--- src/rtl/learning_score_controller.sv ---
// Piano-lesson score keeper: selects a song, requests notes from a player,
// judges key presses against each note and tallies hits and misses.
module learning_score_controller #(
    parameter int NUM_SONGS = 3,
    parameter int KEY_W     = 7,
    parameter int SCORE_W   = 8,
    parameter bit WRAP      = 1'b0,
    parameter int TIMEOUT   = 50_000_000
) (
    input  logic               clk,
    input  logic               reset,
    input  logic               next_song,
    input  logic               prev_song,
    input  logic               start,
    input  logic [KEY_W-1:0]   key_in,
    input  logic [KEY_W-1:0]   expected_note,
    input  logic               note_valid,
    input  logic               song_end,
    output logic [3:0]         song_number,
    output logic               play_start,
    output logic               note_req,
    output logic [SCORE_W-1:0] hit_count,
    output logic [SCORE_W-1:0] miss_count,
    output logic               busy,
    output logic               done
);

    localparam int                 TIMER_W    = (TIMEOUT > 1) ? $clog2(TIMEOUT) : 1;
    localparam logic [3:0]         LAST_SONG  = 4'(NUM_SONGS - 1);
    localparam logic [TIMER_W-1:0] TIMER_LAST = TIMER_W'(TIMEOUT - 1);

    typedef enum logic [2:0] {
        S_SELECT,
        S_REQ,
        S_WAIT_NOTE,
        S_WAIT_KEY,
        S_RELEASE,
        S_DONE
    } state_e;

    state_e             state_q, state_d;
    logic [3:0]         song_q, song_d;
    logic [SCORE_W-1:0] hit_q, hit_d;
    logic [SCORE_W-1:0] miss_q, miss_d;
    logic [TIMER_W-1:0] timer_q, timer_d;
    logic [KEY_W-1:0]   note_q, note_d;
    logic               play_start_q, play_start_d;
    logic               note_req_q, note_req_d;
    logic               next_prev_q, prev_prev_q, start_prev_q, key_prev_q;

    logic next_edge, prev_edge, start_edge, key_edge;

    // Any-bit key detection: adding a second key while one is held is not a new press.
    assign next_edge  = next_song & ~next_prev_q;
    assign prev_edge  = prev_song & ~prev_prev_q;
    assign start_edge = start & ~start_prev_q;
    assign key_edge   = (|key_in) & ~key_prev_q;

    function automatic logic [SCORE_W-1:0] sat_inc(input logic [SCORE_W-1:0] v);
        return (v == '1) ? v : v + SCORE_W'(1);
    endfunction

    always_comb begin
        // NOTE: every _d gets a default before the case so no path leaves it unassigned (no latches).
        state_d      = state_q;
        song_d       = song_q;
        hit_d        = hit_q;
        miss_d       = miss_q;
        timer_d      = timer_q;
        note_d       = note_q;
        play_start_d = 1'b0;

        unique case (state_q)
            S_SELECT: begin
                if (next_edge && !prev_edge) begin
                    if (song_q < LAST_SONG)  song_d = song_q + 4'd1;
                    else if (WRAP)           song_d = 4'd0;
                end else if (prev_edge && !next_edge) begin
                    if (song_q > 4'd0)       song_d = song_q - 4'd1;
                    else if (WRAP)           song_d = LAST_SONG;
                end
                if (start_edge) begin
                    state_d      = S_REQ;
                    hit_d        = '0;
                    miss_d       = '0;
                    play_start_d = 1'b1;
                end
            end
            S_REQ: state_d = S_WAIT_NOTE;
            S_WAIT_NOTE: begin
                if (song_end) begin
                    state_d = S_DONE;
                end else if (note_valid) begin
                    note_d  = expected_note;
                    timer_d = '0;
                    state_d = S_WAIT_KEY;
                end
            end
            S_WAIT_KEY: begin
                // A press landing on the timeout cycle is judged as a press.
                if (key_edge) begin
                    if (key_in == note_q) hit_d  = sat_inc(hit_q);
                    else                  miss_d = sat_inc(miss_q);
                    state_d = S_RELEASE;
                end else if (timer_q == TIMER_LAST) begin
                    miss_d  = sat_inc(miss_q);
                    state_d = S_REQ;
                end else begin
                    timer_d = timer_q + TIMER_W'(1);
                end
            end
            S_RELEASE: begin
                if (key_in == '0) state_d = S_REQ;
            end
            S_DONE: begin
                if (start_edge) state_d = S_SELECT;
            end
            default: state_d = S_SELECT;
        endcase

        note_req_d = (state_d == S_REQ);
    end

    // NOTE: sequential state uses non-blocking assignments so all flops update together.
    always_ff @(posedge clk) begin
        if (reset) begin
            state_q      <= S_SELECT;
            song_q       <= 4'd0;
            hit_q        <= '0;
            miss_q       <= '0;
            timer_q      <= '0;
            note_q       <= '0;
            play_start_q <= 1'b0;
            note_req_q   <= 1'b0;
            // Held-high inputs must not look like fresh presses once reset lifts.
            next_prev_q  <= 1'b1;
            prev_prev_q  <= 1'b1;
            start_prev_q <= 1'b1;
            key_prev_q   <= 1'b1;
        end else begin
            state_q      <= state_d;
            song_q       <= song_d;
            hit_q        <= hit_d;
            miss_q       <= miss_d;
            timer_q      <= timer_d;
            note_q       <= note_d;
            play_start_q <= play_start_d;
            note_req_q   <= note_req_d;
            next_prev_q  <= next_song;
            prev_prev_q  <= prev_song;
            start_prev_q <= start;
            key_prev_q   <= |key_in;
        end
    end

    assign song_number = song_q;
    assign play_start  = play_start_q;
    assign note_req    = note_req_q;
    assign hit_count   = hit_q;
    assign miss_count  = miss_q;
    assign busy        = (state_q != S_SELECT) && (state_q != S_DONE);
    assign done        = (state_q == S_DONE);

endmodule

--- config.mk ---
export PLATFORM = sky130hd
export DESIGN_NAME = learning_score_controller
export DESIGN_NICKNAME = d
export VERILOG_FILES = /design/src/rtl/learning_score_controller.sv
export SDC_FILE = /design/constraint.sdc
export NUM_CORES = 1
export LEC_CHECK = 0
export ABC_AREA = 1
export CORE_AREA = 5 5 95 97
export DETAILED_ROUTE_END_ITERATION = 6
export DIE_AREA = 0 0 100 102
export PLACE_DENSITY = 0.77
export SLEW_MARGIN = 20
export SYNTH_ARGS = -nofsm -noshare
export SYNTH_HDL_FRONTEND = slang
export SYNTH_SLANG_ARGS = --single-unit
--- constraint.sdc ---
create_clock -name clk -period 2.2 [get_ports clk]
set_input_delay 0.55 -clock clk [delete_from_list [all_inputs] [get_ports clk]]
set_output_delay 0.55 -clock clk [all_outputs]
set_load 0.01 [all_outputs]
Word-level counts from Yosys, hierarchy flattened
Cells that the tools add are included.

Eq/ne operators: 22. Muxes and demuxes: 28. Reduce and logical (&&, ||, !) cells: 19. Add/sub/neg operators: 5. $lt $le $gt $ge: 2. Bitwise gates (word level): 10.

Operators by type and width (count): $mux W26 (4); $mux W8 (8); $pmux W26 S2 (1); $pmux W8 S2 (2); $add A26 B1 Y26 const B (1); $eq A26 B26 Y1 const B (1); $mux W3 (7); $pmux W3 S6 (1); $add A8 B1 Y8 const B (2); $eq A8 B8 Y1 const B (2); $mux W4 (4); $ne A2 B2 Y1 const B (8); $reduce_and A5 Y1 (2); $ne A3 B3 Y1 const B (3); $reduce_and A4 Y1 (2); $reduce_bool A2 Y1 (4); $eq A7 B7 Y1 (1); $logic_not A7 Y1 (1); $reduce_or A7 Y1 (1); $eq A3 B1 Y1 const B (2); $eq A3 B2 Y1 const B (2); $eq A3 B3 Y1 const B (2); $not A1 Y1 (6); $add A4 B1 Y4 const B (1); 12 further kinds (18).

Register bits: 62. Input bits: 21.

Logic depth before layout (Yosys ltp)
Gate-level depths: netlist (run 1).

Depth in word-level cells: 6. Mapped depth: 13.

Worst setup path before layout (run 1)
Ideal clock, no wire load.

Path kind: input -> register. From: in prev_song. To: reg song_q[3], in the netlist song_number[3]. Cell stages on the path: 13. Library setup time: 119 ps. Buffers on the path: 0. Arrival: 2017 ps. Path slack: 64 ps. Required time: 2081 ps. Cells stage by stage: inv_1 > or2_2 > ha_1 > inv_1 > ha_1 > nand2_1 > nand2_1 > a21oi_1 > nor2_1 > nor2_1 > nand2_1 > o21ai_0 > a21oi_1.

Longest elaborated chain between the ends: 5.

Ends and longest elaborated chain: from (decl) (RTL line 13) `input logic prev_song,`; $and A1 B1 Y1 * (RTL line 55) `assign prev_edge = prev_song & ~prev_prev_q;`; $logic_not A1 Y1 (RTL line 75) `if (next_edge && !prev_edge) begin`; $logic_and A1 B1 Y1 (RTL line 75); $ne A2 B1 Y1 (no line) or $reduce_bool A2 Y1 (tied branches); $reduce_and A4 Y1 (no line); to (signal assigned) (RTL line 142) `song_q <= song_d;`; to (decl) (RTL line 42) `logic [3:0] song_q, song_d;`.

Every way passes the cells marked *; elsewhere a longest branch is shown, timed or not. A chain may end at the register's enable or synchronous reset.

Worst setup path in the final report (run 1)
From: reg state_q[2]. To: out done.

Longest elaborated chain between the ends: 1.

Ends and longest elaborated chain: from (decl) (RTL line 41) `state_e state_q, state_d;`; from (signal assigned) (RTL line 141) `state_q <= state_d;`; $eq A3 B3 Y1 (RTL line 162) `assign done = (state_q == S_DONE);`; to (decl) (RTL line 25) `output logic done`.

Every way passes these cells.

==> flow_summary.yaml, run 1 <==
status:
  outcome: "finished clean"
critical_path:
  timing.rr.start: "timer_q[1]$_SDFFE_PP0P_"
  worstPathCellList: "nand3_1 -> inv_1 -> clkdlybuf4s50_1"
  critPathMaxFanout: 5
  worstSetupStartpoint: "state_q[2]$_SDFF_PP0_"
  arrival_ps: 1580
  path_buf_inv: 2
  worst-setup-path-type: "flip-flop to primary output"
  worst_setup_path_end_kind: "primary output"
  cp-start-kind: "flip-flop"
  slowest_stage: "clkdlybuf4s50_1"
  cp.required_ps: 1650
  cp_top_family: "buffers and inverters"
  slowest_delay_ps: 540
final_layout:
  instances_no_fill: 798
  n_fill_cell: 730
  multi_input_area_mm2: 0.00235
  nNetsFinal: 716
  diodes: 0
  final_area_mm2: 0.00486
  area_delta_synth_final_pct: 23.4
  seqCellArea_mm2: 0.00124
  drive_gt1_share_pct: 12.1
  layout_common_cells: "nand2_1 (165), nor2_1 (105), inv_1 (65)"
  mostFrequentLayoutCell: "nand2_1"
timing:
  tightest_slew_ps: 506
  max_freq_mhz: 470
  finalSetupViolCount: 0
  finalClockSkew_ps: 9.08
  drv_slew: 0
  period_share_pct: 96.6
  post-route-min-period_ps: 2130
  fin_ws_ps: 73.9
  fin_tns_setup_ps: 0
  relSlewSlack_pct: 66.0
  hold_slack_ps: 421
  hold_viol: 0
  rsz0062_at_grt: "false"
power_and_ir_drop:
  p_per_area_mw_per_mm2: 554
  power_leakage_uw: 0.00180
  ir_drop_v: 0.000421
cts:
  htree_levels: 3
  clkLatencyLatePin_ps: 340
  cts_root_buf: "clkbuf_8"
  cts_buffers: 9
  clockBufferDepth: 2
  cts_hold_buf: 0
  clk_pin_slew_ps: 70
  cts_sinks: 62
  cts_tree: "yes"
placement:
  io_buffers: 44
  gp_congestion: 0.928
  hpwl_um: 7460
  dp_cells: 780
  post_dp_cell_area_mm2: 0.00461
  post-place-ws_ps: -464
routing:
  post_drt_wl_per_cell_um: 12.9
  wl_um: 10300
  drc: 0
  drtIter0Drc: 200
  avgViaCountPerCell: 5.22
  firstDrtPassIters: 5
  vias: 4164
  ant_nets: 0
global_route:
  grt_first_pass_wirelength_um: 17600
  grt_start_max_net_pins: 40
  gr-total-overflow: 0
  track_usage_pct: 21.0
  grt_pass1_vias: 3933
  grt_antenna_before_repair: 0
floorplanning:
  fp.coreArea_mm2: 0.00805
  die_y_um: 102
  rows: 33
  die_area_mm2: 0.0102
  ios: 45
  start_util_pct: 49.0
  die_x_um: 100
yosys:
  ys_warn_count: 0
  ys_seq_area_share_pct: 31.5
  yosysUniqueCellTypes: 34
  ys_seq_elements: 62
  synthCells: 628
  synth.avg_cell_area_um2: 6.28
  syn-num-nets: 656
  syn_area_mm2: 0.00394
min_path:
  worstHoldStart: "prev_song"
  hp-class: "input port to flip-flop"
flow_run:
  max_cap_viol_count: 0
## sequential cells by signal, indices dropped and copies added (netlist names)
| name | flops |
|---|---|
| hit_count | 8 |
| key_prev_q | 1 |
| miss_count | 8 |
| next_prev_q | 1 |
| note_q | 7 |
| note_req | 1 |
| play_start | 1 |
| prev_prev_q | 1 |
| song_number | 4 |
| start_prev_q | 1 |
| state_q | 3 |
| timer_q | 26 |
## cell type report
cell class	count	area share [%]
Tap cell	105	2.70
Clock inverter	6	1.44
Timing Repair Buffer	66	13.2
Inverter	74	5.89
Multi-Input combinational cell	475	48.4
Sequential cell	62	25.5
Clock buffer	10	2.83
## kinds of logic after synthesis
group           Yosys count  share of synthesized area, %
buf+inv                  91                          9.39
xor+xnor                 20                          4.44
compound gates           77                          11.2
simple gates            371                          41.1
flops                    62                          31.5
fa+ha+maj                 7                          2.41
## cells in the mapped netlist
cell type	instances	area, um^2
nand2_1	165	619
fa_1	1	20.0
o2111ai_1	1	8.76
or2_2	3	18.8
xnor2_1	3	26.3
nor4_1	1	6.26
a21oi_4	1	16.3
nand2_4	5	56.3
inv_2	5	18.8
o21ai_0	18	90.1
buf_6	3	33.8
ha_1	6	75.1
a21oi_1	45	225
dfxtp_1	62	1240
buf_2	3	15.0
nand2_2	10	62.6
nand3b_1	1	7.51
inv_4	1	6.26
nand3_1	50	250
nor2_1	106	398
o211ai_1	1	7.51
nor3b_1	1	7.51
nand4_1	11	68.8
nor3_1	13	65.1
buf_1	1	3.75
xor2_1	17	149
nor2_2	1	6.26
a21oi_2	9	78.8
nand3_2	1	10.0
o21bai_1	2	15.0
nor2_8	1	20.0
inv_1	68	255
clkbuf_1	10	37.5
nor2_4	2	22.5
## timing repair
item / in CTS / in global routing
pin swaps: 0 / 7
endpoints found under the setup margin: 2 / 3
endpoints found under the hold margin: 0 / 0
resized for setup: 5 / 8
setup buffers: 0 / 2
## where the power goes
group	switching, uW	total (uW)	internal [uW]
registers	31.3	1190	1160
clock network	501	1060	560
logic	258	447	189
## worst paths after layout
| kind | to | slack [ps] | cells after the start |
|---|---|---|---|
| worst max-delay path | done | 70 | 3 |
| worst min-delay path | prev_prev_q$_SDFF_PP1_ | 420 | 3 |
| worst min register to register | note_q[5]$_SDFFE_PP0P_ | 480 | 2 |
| worst max register to register | timer_q[20]$_SDFFE_PP0P_ | 270 | 11 |
## per-layer routing
layer,global-route usage (%),share of wire [%],vias up
met5,0,0,-
met4,8.91,2.1,0
met3,3.48,4.2,20
met2,36.1,49,115
met1,26.2,45,1924
li1,-,-,2105
## worst reg2reg max path: stages, from the launching register on
cell and delay [ps]:
dfxtp_1 380, ha_1 210, inv_2 60, nor2_4 200, nand4_1 110, nor2_1 160
nand2_1 90, nand2_2 100, nand2_4 70, nand2_4 240, nand2_1 130, a21oi_2 140
## metrics by stage
step | util [%] | total power [uW]
3_5_place_dp | 57.3 | 1640
4_1_cts | 59.9 | 2710
5_1_grt | 60.4 | 2820
6_report | 60.4 | 2690
2_1_floorplan | - | 1470
3_3_place_gp | 57.3 | 1630
Note: power is estimated with default switching activity, not from simulation.
==> run 2, diff against run 1 <==
--- a/config.mk
+++ b/config.mk
@@ -6,10 +6,10 @@
 export NUM_CORES = 1
 export LEC_CHECK = 0
 export ABC_AREA = 1
-export CORE_AREA = 5 5 95 97
+export CORE_AREA = 5 5 94 96
 export DETAILED_ROUTE_END_ITERATION = 6
-export DIE_AREA = 0 0 100 102
-export PLACE_DENSITY = 0.77
+export DIE_AREA = 0 0 99 101
+export PLACE_DENSITY = 0.79
 export SLEW_MARGIN = 20
 export SYNTH_ARGS = -nofsm -noshare
 export SYNTH_HDL_FRONTEND = slang
==> run 2 against run 1 <==
- clock skew is 5.7 ps higher
- clock-buffer cell count is 2 higher
- highest routed layer unchanged
- flip-flop and latch count stayed put
- critical path depth is 1 higher
- hold slack better by 7.8 ps
- setup slack worse by 13 ps
- first-iteration DRC count is 8.0% higher
- power is 0.78% higher
- cell count is 0.50% higher
==> flow_summary.yaml, run 2 (synthesis gave the netlist of run 1 again) <==
power_and_ir_drop:
  p_per_area_mw_per_mm2: 555
  comb_power_share_pct: 16.8
  p_total_uw: 2720
  switching_share_pct: 28.0
  switchingPower_uw: 759
  ir_drop_v: 0.000337
  power_leakage_uw: 0.00185
  p_clk_share_pct: 39.4
  intPower_uw: 1960
  seqPwrFrac_pct: 43.8
global_route:
  track_usage_pct: 22.0
  grt_antenna_before_repair: 0
  grt_pass1_vias: 4128
  grt_first_pass_wirelength_um: 18100
  gr-total-overflow: 0
  grt_start_max_net_pins: 40
routing:
  wl_um: 10700
  firstDrtPassIters: 5
  route.met3.wl_um: 656
  topRoutingLayerUsed: "met4"
  wl_met2_um: 5220
  drtIter0Drc: 216
  wl_met1_um: 4570
  ant_nets: 0
  avgViaCountPerCell: 5.23
  vias: 4196
  drc: 0
  post_drt_wl_per_cell_um: 13.4
cts:
  cts_sinks: 62
  clk_pin_slew_ps: 70
  cts_tree: "yes"
  clockBufferDepth: 2
  cts_hold_buf: 0
  cts_buffers: 9
  cts_root_buf: "clkbuf_8"
  clkLatencyLatePin_ps: 350
  htree_levels: 3
final_layout:
  drive_gt1_share_pct: 12.6
  mostFrequentLayoutCell: "nand2_1"
  top_register: "timer_q"
  final_area_mm2: 0.00489
  seqCellArea_mm2: 0.00124
  instances_no_fill: 802
  nNetsFinal: 721
  diodes: 0
  multi_input_area_mm2: 0.00236
  largest_reg_flops: 26
  n_fill_cell: 730
  layout_common_cells: "nand2_1 (165), nor2_1 (105), inv_1 (65)"
  area_delta_synth_final_pct: 24.1
floorplanning:
  rows: 33
  die_x_um: 99
  ios: 45
  fp.coreArea_mm2: 0.00797
  die_area_mm2: 0.0100
  start_util_pct: 49.5
  die_y_um: 101
placement:
  dp_cells: 785
  gp_congestion: 0.978
  io_buffers: 44
  hpwl_um: 7950
  post_dp_cell_area_mm2: 0.00464
timing:
  drv_slew: 0
  tightest_slew_ps: 412
  fin_tns_setup_ps: 0
  relSlewSlack_pct: 72.5
  post-route-min-period_ps: 2140
  hold_viol: 0
  period_share_pct: 97.2
  rsz0062_at_grt: "false"
  hold_slack_ps: 429
  max_freq_mhz: 468
  finalSetupViolCount: 0
  finalClockSkew_ps: 14.8
critical_path:
  worstPathCellList: "inv_1 -> nand3_1 -> inv_1 -> clkdlybuf4s50_1"
  crit_path_frequent_cell: "inv_1"
  r2r_cells: 11
  cp-start-kind: "flip-flop"
  worst-setup-path-type: "flip-flop to primary output"
  worst_setup_path_end_kind: "primary output"
  critPathMaxFanout: 4
  slowest_stage: "clkdlybuf4s50_1"
  arrival_ps: 1590
  slowest_delay_ps: 540
  cp.required_ps: 1650
min_path:
  hold_depth: 3
  hp-class: "input port to flip-flop"
status:
  outcome: "finished clean"
flow_run:
  max_cap_viol_count: 0
==> run 2: final timing paths <==
kind	startpoint	end	slack, ps
setup / recovery	state_q[1]$_SDFF_PP0_	done	60
hold / removal	prev_song	prev_prev_q$_SDFF_PP1_	430
setup reg to reg	timer_q[1]$_SDFFE_PP0P_	timer_q[16]$_SDFFE_PP0P_	260
hold reg to reg	note_q[2]$_SDFFE_PP0P_	note_q[2]$_SDFFE_PP0P_	470
==> run 2: through the flow <==
| step | setup WS, ps | utilization (%) |
|---|---|---|
| after floorplan | 63.6 | - |
| after global placement | -422 | 58.2 |
| after detailed placement | -612 | 58.2 |
| after CTS | -30.1 | 61.1 |
| after global routing | 5.62 | 61.4 |
| final | 61.1 | 61.4 |
==> run 2: power by group through the flow <==
stage / sequential, uW / combinational, uW / clock (uW)
2_1_floorplan: 1220 / 254 / 0
3_3_place_gp: 1210 / 430 / 0
3_5_place_dp: 1210 / 445 / 0
4_1_cts: 1190 / 451 / 1080
5_1_grt: 1190 / 501 / 1150
6_report: 1190 / 455 / 1070
==> run 2: routing by layer <==
layer	global-route usage [%]	vias up
met2	38.7	129
met4	9.03	0
met1	25.6	1928
met5	0	-
met3	5.33	27
li1	-	2112
==> run 2: critical path, delay by kind of cell, from the launching register on <==
family                 cells  cell delay, ps
and+or+nand+nor            1             120
DFF                        1             350
buffers and inverters      3             770
==> run 2: layout make-up <==
cell class,instances,area share [%]
clock inverters,3,0.869
inverters,74,5.78
clock buffers,12,3.38
repair buffers,71,13.7
well taps,105,2.68
multi-input cells,475,48.2
flip-flops and latches,62,25.4
==> run 2: repair_timing <==
| item | CTS | global route |
|---|---|---|
| buffers inserted | 1 | 1 |
| resized for setup | 7 | 8 |
| setup endpoints to repair | 2 | 4 |
| pin swaps | 2 | 8 |
==> run 3, diff against run 2 <==
--- a/config.mk
+++ b/config.mk
@@ -9,6 +9,7 @@
 export CORE_AREA = 5 5 94 96
 export DETAILED_ROUTE_END_ITERATION = 6
 export DIE_AREA = 0 0 99 101
+export HOLD_SLACK_MARGIN = 0.12
 export PLACE_DENSITY = 0.79
 export SLEW_MARGIN = 20
 export SYNTH_ARGS = -nofsm -noshare
==> results of run 3 <==
No change in the layout: final DEF, timing and power equal those of run 2.
